===== config.mk =====
export PLATFORM = sky130hd
export DESIGN_NAME = uart_tx_frame_gen
export DESIGN_NICKNAME = d
export VERILOG_FILES = /design/src/rtl/uart_pkg.sv /design/src/rtl/uart_tx_parity_calc.sv /design/src/rtl/uart_tx_frame_gen.sv
export SDC_FILE = /design/constraint.sdc
export NUM_CORES = 1
export LEC_CHECK = 0
export BUFFER_PORTS_ARGS = -buffer_cell sky130_fd_sc_hd__buf_2
export CAP_MARGIN = 30
export CORE_AREA = 2 2 47 49
export DETAILED_ROUTE_END_ITERATION = 12
export DIE_AREA = 0 0 49 51
export HOLD_SLACK_MARGIN = 0.06
export PLACE_DENSITY_LB_ADDON = 0.2
export REMOVE_ABC_BUFFERS = 1
export SLEW_MARGIN = 10
export SYNTH_ARGS = -nofsm -noshare
export SYNTH_HDL_FRONTEND = slang
export SYNTH_SLANG_ARGS = --single-unit

===== constraint.sdc =====
create_clock -name CLK -period 4.82 [get_ports CLK]
set_clock_uncertainty 0.15 [all_clocks]
set_input_delay 0.964 -clock CLK [delete_from_list [all_inputs] [get_ports CLK]]
set_output_delay 0.964 -clock CLK [all_outputs]
set_load 0.005 [all_outputs]

===== src/rtl/uart_pkg.sv =====
// Shared definitions for the UART transmit path.
//   tx_state_e : transmit FSM states
//   PAR_EVEN / PAR_ODD : encodings of the PAR_TYP input
package uart_pkg;

  typedef enum logic [2:0] {
    IDLE,
    START,
    DATA,
    PARITY,
    STOP
  } tx_state_e;

  localparam logic PAR_EVEN = 1'b0;
  localparam logic PAR_ODD  = 1'b1;

endpackage


===== src/rtl/uart_tx_parity_calc.sv =====
// Combinational parity generator for one UART payload word.
//   data_i    : payload word
//   par_typ_i : PAR_EVEN or PAR_ODD
//   parity_o  : bit that makes the total count of ones even or odd
module uart_tx_parity_calc
  import uart_pkg::*;
#(
  parameter int unsigned DATA_WIDTH = 8
) (
  input  logic [DATA_WIDTH-1:0] data_i,
  input  logic                  par_typ_i,
  output logic                  parity_o
);

  always_comb begin
    parity_o = (par_typ_i == PAR_EVEN) ? ^data_i : ~^data_i;
  end

endmodule


===== src/rtl/uart_tx_frame_gen.sv =====
// UART transmit frame generator. One bit per CLK cycle.
// A frame is a start bit, DATA_WIDTH data bits LSB first, an optional
// parity bit, then one or two stop bits. Frames can run back to back.
//   CLK        : bit-rate clock
//   RST        : synchronous, active-high reset
//   P_DATA     : payload, latched on accept
//   Data_Valid : payload valid; accepted when TX_READY is high
//   PAR_EN     : insert parity bit
//   PAR_TYP    : 0 even, 1 odd parity
//   STOP_2     : 0 one stop bit, 1 two stop bits
//   TX_OUT     : registered serial line, idles high
//   Busy       : registered, high from start bit through last stop bit
//   TX_READY   : combinational, idle or on the final stop bit
module uart_tx_frame_gen
  import uart_pkg::*;
#(
  parameter int unsigned DATA_WIDTH = 8
) (
  input  logic                  CLK,
  input  logic                  RST,
  input  logic [DATA_WIDTH-1:0] P_DATA,
  input  logic                  Data_Valid,
  input  logic                  PAR_EN,
  input  logic                  PAR_TYP,
  input  logic                  STOP_2,
  output logic                  TX_OUT,
  output logic                  Busy,
  output logic                  TX_READY
);

  localparam int unsigned     CNT_W    = $clog2(DATA_WIDTH);
  localparam logic [CNT_W-1:0] LAST_BIT = CNT_W'(DATA_WIDTH - 1);

  tx_state_e             state_q, state_d;
  logic [DATA_WIDTH-1:0] shift_q, shift_d;
  logic [CNT_W-1:0]      bit_cnt_q, bit_cnt_d;
  logic                  stop_cnt_q, stop_cnt_d;
  logic                  par_en_q, par_en_d;
  logic                  stop2_q, stop2_d;
  logic                  par_bit_q, par_bit_d;
  logic                  tx_q, tx_d;
  logic                  busy_q, busy_d;

  logic                  par_calc;
  logic                  last_stop;
  logic                  accept;

  // Parity is computed from the word as presented and latched with it,
  // which is equivalent to latching PAR_TYP and the data separately.
  uart_tx_parity_calc #(
    .DATA_WIDTH(DATA_WIDTH)
  ) u_parity (
    .data_i   (P_DATA),
    .par_typ_i(PAR_TYP),
    .parity_o (par_calc)
  );

  assign last_stop = (state_q == STOP) && (!stop2_q || stop_cnt_q);
  assign TX_READY  = !busy_q || last_stop;
  assign accept    = Data_Valid && TX_READY;
  assign TX_OUT    = tx_q;
  assign Busy      = busy_q;

  // state_q names the bit currently on the line; tx_d is the value of
  // the bit that the next state will put on the line.
  always_comb begin
    state_d    = state_q;
    shift_d    = shift_q;
    bit_cnt_d  = bit_cnt_q;
    stop_cnt_d = stop_cnt_q;
    par_en_d   = par_en_q;
    stop2_d    = stop2_q;
    par_bit_d  = par_bit_q;
    tx_d       = tx_q;
    busy_d     = busy_q;

    unique case (state_q)
      IDLE: begin
        tx_d   = 1'b1;
        busy_d = 1'b0;
      end
      START: begin
        state_d   = DATA;
        bit_cnt_d = '0;
        tx_d      = shift_q[0];
      end
      DATA: begin
        if (bit_cnt_q == LAST_BIT) begin
          stop_cnt_d = 1'b0;
          if (par_en_q) begin
            state_d = PARITY;
            tx_d    = par_bit_q;
          end else begin
            state_d = STOP;
            tx_d    = 1'b1;
          end
        end else begin
          bit_cnt_d = bit_cnt_q + 1'b1;
          shift_d   = shift_q >> 1;
          tx_d      = shift_q[1];
        end
      end
      PARITY: begin
        state_d    = STOP;
        stop_cnt_d = 1'b0;
        tx_d       = 1'b1;
      end
      STOP: begin
        tx_d = 1'b1;
        if (last_stop) begin
          state_d    = IDLE;
          stop_cnt_d = 1'b0;
          busy_d     = 1'b0;
        end else begin
          stop_cnt_d = 1'b1;
        end
      end
      default: begin
        state_d = IDLE;
        tx_d    = 1'b1;
        busy_d  = 1'b0;
      end
    endcase

    // Accept overrides the IDLE / final-stop outcome so the next start
    // bit follows the last stop bit with no idle gap.
    if (accept) begin
      state_d    = START;
      shift_d    = P_DATA;
      par_en_d   = PAR_EN;
      stop2_d    = STOP_2;
      par_bit_d  = par_calc;
      bit_cnt_d  = '0;
      stop_cnt_d = 1'b0;
      tx_d       = 1'b0;
      busy_d     = 1'b1;
    end
  end

  always_ff @(posedge CLK) begin
    if (RST) begin
      state_q    <= IDLE;
      shift_q    <= '0;
      bit_cnt_q  <= '0;
      stop_cnt_q <= 1'b0;
      par_en_q   <= 1'b0;
      stop2_q    <= 1'b0;
      par_bit_q  <= 1'b0;
      tx_q       <= 1'b1;
      busy_q     <= 1'b0;
    end else begin
      state_q    <= state_d;
      shift_q    <= shift_d;
      bit_cnt_q  <= bit_cnt_d;
      stop_cnt_q <= stop_cnt_d;
      par_en_q   <= par_en_d;
      stop2_q    <= stop2_d;
      par_bit_q  <= par_bit_d;
      tx_q       <= tx_d;
      busy_q     <= busy_d;
    end
  end

endmodule

==> results.sh, run 1 <==
export IMPL_grt_usage_pct=18.0
export IMPL_ir_drop_uv=191
export IMPL_netlist_top_cells_count="dfxtp_1, nor2_1, mux2i_1"
export IMPL_crit_type="reg2out"
export IMPL_io_pins=17
export IMPL_power_frac_seq_pct=53.9
export IMPL_setup_viol=0
export IMPL_syn_to_final_growth_pct=11.7
export IMPL_wl_mm=1.93
export IMPL_clockPowerShare_pct=27.8
export IMPL_yosysMostFrequentCell="dfxtp_1"
export IMPL_rrSetupSlack_ps=2870
export IMPL_dp_hpwl_mm=1.44
export IMPL_p_leak_nw=0.458
export IMPL_ant_nets=0
export IMPL_fp_coreArea_um2=2060
export IMPL_hold_path_class="reg2reg"
export IMPL_final_core_util_pct=59.2
export IMPL_synth_async_sr_flop_share_pct=0
export IMPL_yosysWarningCount=0
export IMPL_placed_cells=154
export IMPL_r2r_start="bit_cnt_q[0]$_SDFFE_PP0P_"
export IMPL_drv_slew=0
export IMPL_finalNonFillerCells=158
export IMPL_die_y_um=51
export IMPL_gp_congestion=0.773
export IMPL_tightest_slew_ps=574
export IMPL_setup_tns_ps=0
export IMPL_yosysTopAreaCell="dfxtp_1"
export IMPL_synth_edf_count=0
export IMPL_layout_drive_gt1_share_pct=23.1
export IMPL_dpl_cell_area_um2=1180
export IMPL_n_antenna_cell=0
export IMPL_critical_path_peak_fanout=12
export IMPL_worstPathArrival_ps=1340
export IMPL_stdcell_area_um2=1220
export IMPL_port_buffers=16
export IMPL_maxSlewHeadroom_pct=61.7
export IMPL_cts_tree="built"
export IMPL_reg2regPathDepth=5
export IMPL_wire_per_inst_um=12.2
export IMPL_clock_latency_ps=290
export IMPL_die_w_um=49
export IMPL_status="finished, final reports clean"
export IMPL_dieArea_um2=2500
export IMPL_clk_pin_slew_ps=110
export IMPL_grt_pass1_vias=797
export IMPL_grt_pass1_wl_mm=3.42
export IMPL_p_per_area_nw_per_um2=282
export IMPL_end_kind="output port"
export IMPL_htreeDepth=1
export IMPL_post_cts_hold_buffer_count=0
export IMPL_vias=851
export IMPL_root_buffer="clkbuf_4"
export IMPL_holdWs_ps=351
export IMPL_syn_inst=115
export IMPL_start_kind="flop"
export IMPL_postCtsSetupBuffers=0
export IMPL_start_util_pct=53.0
export IMPL_finalHoldViolations=0
export IMPL_viasPerCell=5.39
export IMPL_rsz0062_at_grt="no"
export IMPL_finalNetCount=147
export IMPL_dr_pass1_iters=4
export IMPL_internal_power_mw=0.255
export IMPL_syn_area_um2=1090
export IMPL_holdPathEnd="bit_cnt_q[0]$_SDFFE_PP0P_"
export IMPL_max_freq_mhz=408
export IMPL_syn_mean_instance_area_um2=9.51
export IMPL_pre_cts_ws_ps=2450
export IMPL_synth_ff_latch_count=20
export IMPL_required_ps=3710
export IMPL_synthFlopType="dfxtp_1"
export IMPL_min_from="bit_cnt_q[0]$_SDFFE_PP0P_"
export IMPL_whs_path_depth=2
export IMPL_antenna_found_initial=0
export IMPL_num_rows=17
export IMPL_synth_area_leaders="dfxtp_1, mux2i_1, nor2_1"
export IMPL_power_mw=0.345
export IMPL_drv_cap=0
export IMPL_synth_distinct_cells=36
export IMPL_cts_sink_count=20
export IMPL_switching_share_pct=26.1
export IMPL_synth_top_cell_area_share_pct=36.6
export IMPL_clockBufferDepth=2
export IMPL_drtIter0Drc=9
export IMPL_final_period_utilization_pct=50.8
export IMPL_grt_max_degree=19
export IMPL_fin_crit_ps=2450
export IMPL_r2r_end="shift_q[1]$_SDFFE_PP0P_"
export IMPL_drc_errors=0
export IMPL_p_sw_mw=0.0900
export IMPL_cts_made_buffers=3
export IMPL_synth_seq_area_share_pct=36.6
export IMPL_comb_power_share_pct=18.3
export IMPL_overflow=0
export IMPL_cts_resized_gates=0
export IMPL_setup_ws_ps=2370
[worst max-delay path, cell delays in order, from the launching register on]
cell and delay [ps]:
dfxtp_1 630, nor2_1 100, nand2_1 100, o21ai_0 80, buf_2 140
[layout by cell type (no fill, tap or decap), types with 2 or more instances in the layout]
master      n
nand2b_1    3
nand3b_1    2
nor2b_1     5
buf_2      16
xor2_1      2
clkbuf_4    3
a2bb2oi_1   2
a211oi_2    5
a21oi_1     7
a211oi_1    3
xnor2_1     4
o21ai_0     5
nand2_1     5
mux2i_1    10
nor2_1     17
dfxtp_1    20
ha_1        2
[cell type report]
cell class / count / area [um2]
fillers: 192 / 842
multi-input cells: 89 / 666
flip-flops and latches: 20 / 400
clock buffers: 4 / 36.3
repair buffers: 16 / 80.1
inverters: 1 / 3.75
well taps: 28 / 35.0
[power groups by stage]
stage / combinational (mW) / sequential [mW] / clock (mW)
5_1_grt: 0.0698 / 0.188 / 0.110
2_1_floorplan: 0.0458 / 0.187 / 0
6_report: 0.0629 / 0.186 / 0.0958
3_3_place_gp: 0.0619 / 0.190 / 0
3_5_place_dp: 0.0634 / 0.190 / 0
4_1_cts: 0.0636 / 0.186 / 0.100
[worst max-delay path by stage]
stage	cells after the start	slack (ps)	to	startpoint
finish	4	2370	TX_READY	state_q[1]$_SDFFE_PP0P_
global placement	5	2490	bit_cnt_q[0]$_SDFFE_PP0P_	Data_Valid
global route	4	2200	TX_READY	state_q[1]$_SDFFE_PP0P_
CTS	4	2340	TX_READY	state_q[1]$_SDFFE_PP0P_
detailed placement	5	2450	stop_cnt_q$_SDFFE_PP0P_	Data_Valid
floorplan	4	2770	par_bit_q$_SDFFE_PP0P_	P_DATA[2]
[routing by layer]
layer  wire [um]  up-vias  share of wire (%)  GRT usage (%)
met4          17        0               0.88           8.57
met3          43        2                2.2           2.63
met2         980       12                 51           32.4
met1         889      390                 46           21.1
li1            -      447                  -              -
met5           0        -                  0              0
[state kept, by name, summed over array words and instances (netlist names)]
| register | flops |
|---|---|
| Busy | 1 |
| TX_OUT | 1 |
| bit_cnt_q | 3 |
| par_bit_q | 1 |
| par_en_q | 1 |
| shift_q | 8 |
| state_q | 3 |
| stop2_q | 1 |
| stop_cnt_q | 1 |
[kinds of logic (layout without fill, tap and decap cells)]
logic type / after synthesis / in the layout / share of synthesized area [%]
AND/OR/NAND/NOR: 41 / 41 / 21.3
AO/OA/AOI/OAI: 29 / 29 / 21.3
flip-flops: 20 / 20 / 36.6
multiplexers: 10 / 10 / 9.15
XOR/XNOR: 7 / 7 / 6.86
buffers and inverters: 6 / 21 / 2.52
adder cells (fa/ha/maj): 2 / 2 / 2.29
(Power assumes the default switching activity.)
==> run 2: changes to the inputs <==
--- a/config.mk
+++ b/config.mk
@@ -7,9 +7,9 @@
 export LEC_CHECK = 0
 export BUFFER_PORTS_ARGS = -buffer_cell sky130_fd_sc_hd__buf_2
 export CAP_MARGIN = 30
-export CORE_AREA = 2 2 47 49
+export CORE_AREA = 2 2 49 51
 export DETAILED_ROUTE_END_ITERATION = 12
-export DIE_AREA = 0 0 49 51
+export DIE_AREA = 0 0 51 53
 export HOLD_SLACK_MARGIN = 0.06
 export PLACE_DENSITY_LB_ADDON = 0.2
 export REMOVE_ABC_BUFFERS = 1
==> constraint.sdc (replaced) <==
create_clock -name CLK -period 2.4 [get_ports CLK]
set_clock_uncertainty 0.15 [all_clocks]
set_input_delay 0.48 -clock CLK [delete_from_list [all_inputs] [get_ports CLK]]
set_output_delay 0.48 -clock CLK [all_outputs]
set_load 0.005 [all_outputs]
==> run 2 against run 1 <==
Effect of this change: clock power rose by 57%; non-clock buffer count rose by 1; combinational power rose by 110%; cell count did not move; via count rose by 1.3%; clock-buffer cell count fell by 1; utilization fell by 2.6 points; setup slack got worse by 1900 ps; critical path type unchanged; critical endpoint unchanged; largest power group unchanged.
==> results.sh, run 2 (same netlist as run 1, synthesis figures left out) <==
export IMPL_clockBufferDepth=2
export IMPL_die_y_um=53
export IMPL_start_kind="flop"
export IMPL_mostFrequentLayoutCells="dfxtp_1, nor2_1, buf_2"
export IMPL_ir_drop_uv=305
export IMPL_port_buffers=16
export IMPL_cp_slowest_cell="dfxtp_1"
export IMPL_vias=862
export IMPL_drv_cap=0
export IMPL_status="finished, final reports clean"
export IMPL_viasPerCell=5.46
export IMPL_final_core_util_pct=56.6
export IMPL_n_antenna_cell=0
export IMPL_required_ps=1770
export IMPL_switching_share_pct=26.6
export IMPL_fin_crit_ps=1970
export IMPL_grt_max_degree=17
export IMPL_finalNetCount=148
export IMPL_root_buffer="clkbuf_4"
export IMPL_hold_path_class="in2reg"
export IMPL_finalHoldViolations=0
export IMPL_wl_mm=1.97
export IMPL_worstPathArrival_ps=1340
export IMPL_wire_per_inst_um=12.5
export IMPL_rsz0062_at_grt="no"
export IMPL_p_leak_nw=0.455
export IMPL_internal_power_mw=0.479
export IMPL_fp_coreArea_um2=2150
export IMPL_setup_viol=0
export IMPL_drv_slew=0
export IMPL_placed_cells=155
export IMPL_clock_latency_ps=290
export IMPL_final_common_cell="dfxtp_1"
export IMPL_cts_tree="built"
export IMPL_tightest_slew_ps=497
export IMPL_critPathMaxStageDelay_ps=640
export IMPL_dp_hpwl_mm=1.48
export IMPL_setup_tns_ps=0
export IMPL_largest_register_ffs=8
export IMPL_layout_drive_gt1_share_pct=23.1
export IMPL_antenna_found_initial=0
export IMPL_max_freq_mhz=507
export IMPL_reg_top3="shift_q x8, bit_cnt_q x3, state_q x3"
export IMPL_largest_register="shift_q"
export IMPL_end_kind="output port"
export IMPL_power_frac_seq_pct=57.3
export IMPL_comb_power_share_pct=19.8
export IMPL_clk_pin_slew_ps=100
export IMPL_cts_made_buffers=3
export IMPL_cts_resized_gates=0
export IMPL_die_w_um=51
export IMPL_finalNonFillerCells=158
export IMPL_p_sw_mw=0.174
export IMPL_ant_nets=0
export IMPL_start_util_pct=50.9
export IMPL_cp_cell_sequence="nor2_1, nand2_1, o21ai_0, buf_2"
export IMPL_drtIter0Drc=11
export IMPL_holdWs_ps=270
export IMPL_num_rows=17
export IMPL_cts_sink_count=20
export IMPL_syn_to_final_growth_pct=11.1
export IMPL_final_period_utilization_pct=82.2
export IMPL_postCtsSetupBuffers=0
export IMPL_io_pins=17
export IMPL_htreeDepth=1
export IMPL_dr_pass1_iters=4
export IMPL_dieArea_um2=2700
export IMPL_crit_type="reg2out"
export IMPL_grt_pass1_wl_mm=3.54
export IMPL_p_per_area_nw_per_um2=537
export IMPL_clockPowerShare_pct=23.0
export IMPL_grt_usage_pct=17.5
export IMPL_maxSlewHeadroom_pct=66.8
export IMPL_post_cts_hold_buffer_count=0
export IMPL_gp_congestion=0.778
export IMPL_drc_errors=0
export IMPL_grt_pass1_vias=845
export IMPL_overflow=0
export IMPL_critical_path_peak_fanout=12
run 2: path summary, 6_finish.rpt:
| path | from | to | slack (ps) | depth (start not counted) |
|---|---|---|---|---|
| max | state_q[1]$_SDFFE_PP0P_ | TX_READY | 430 | 4 |
| max reg2reg | bit_cnt_q[0]$_SDFFE_PP0P_ | shift_q[1]$_SDFFE_PP0P_ | 470 | 5 |
| min reg2reg | bit_cnt_q[0]$_SDFFE_PP0P_ | bit_cnt_q[0]$_SDFFE_PP0P_ | 350 | 2 |
| min | STOP_2 | stop2_q$_SDFFE_PP0P_ | 270 | 3 |
run 2: per-layer routing:
layer / vias to the layer above / part of all wire, % / GRT usage [%]
met3: 4 / 2.6 / 3.39
li1: 446 / - / -
met1: 397 / 48 / 22.0
met4: 0 / 1.8 / 8.11
met5: - / 0 / 0
met2: 15 / 47 / 29.0
run 2: power groups by stage:
stage / Combinational (mW) / Clock (mW) / Sequential (mW)
finish: 0.129 / 0.150 / 0.374
detailed placement: 0.131 / 0 / 0.382
global placement: 0.128 / 0 / 0.381
floorplan: 0.0921 / 0 / 0.376
CTS: 0.131 / 0.157 / 0.374
global route: 0.144 / 0.169 / 0.377
run 2: stage by stage:
stage	setup WS, ps	power, mW	cell area, um2
CTS	431	0.662	1210
finish	426	0.653	1210
detailed placement	483	0.513	1190
global placement	524	0.509	1190
global route	288	0.691	1210
floorplan	615	0.469	1070
run 2: final cells by class:
cell class,instances,area [um2]
clock buffer,3,22.5
multi-input combinational,89,666
fill,209,933
inverter,1,3.75
timing repair buffer,17,87.6
sequential,20,400
tap,28,35.0
run 2: critical path: cells and delay by family (launching register included):
| kind | cells | cell delay (ps) |
|---|---|---|
| compound gates | 1 | 80 |
| buf+inv | 1 | 140 |
| flops | 1 | 640 |
| simple gates | 2 | 200 |
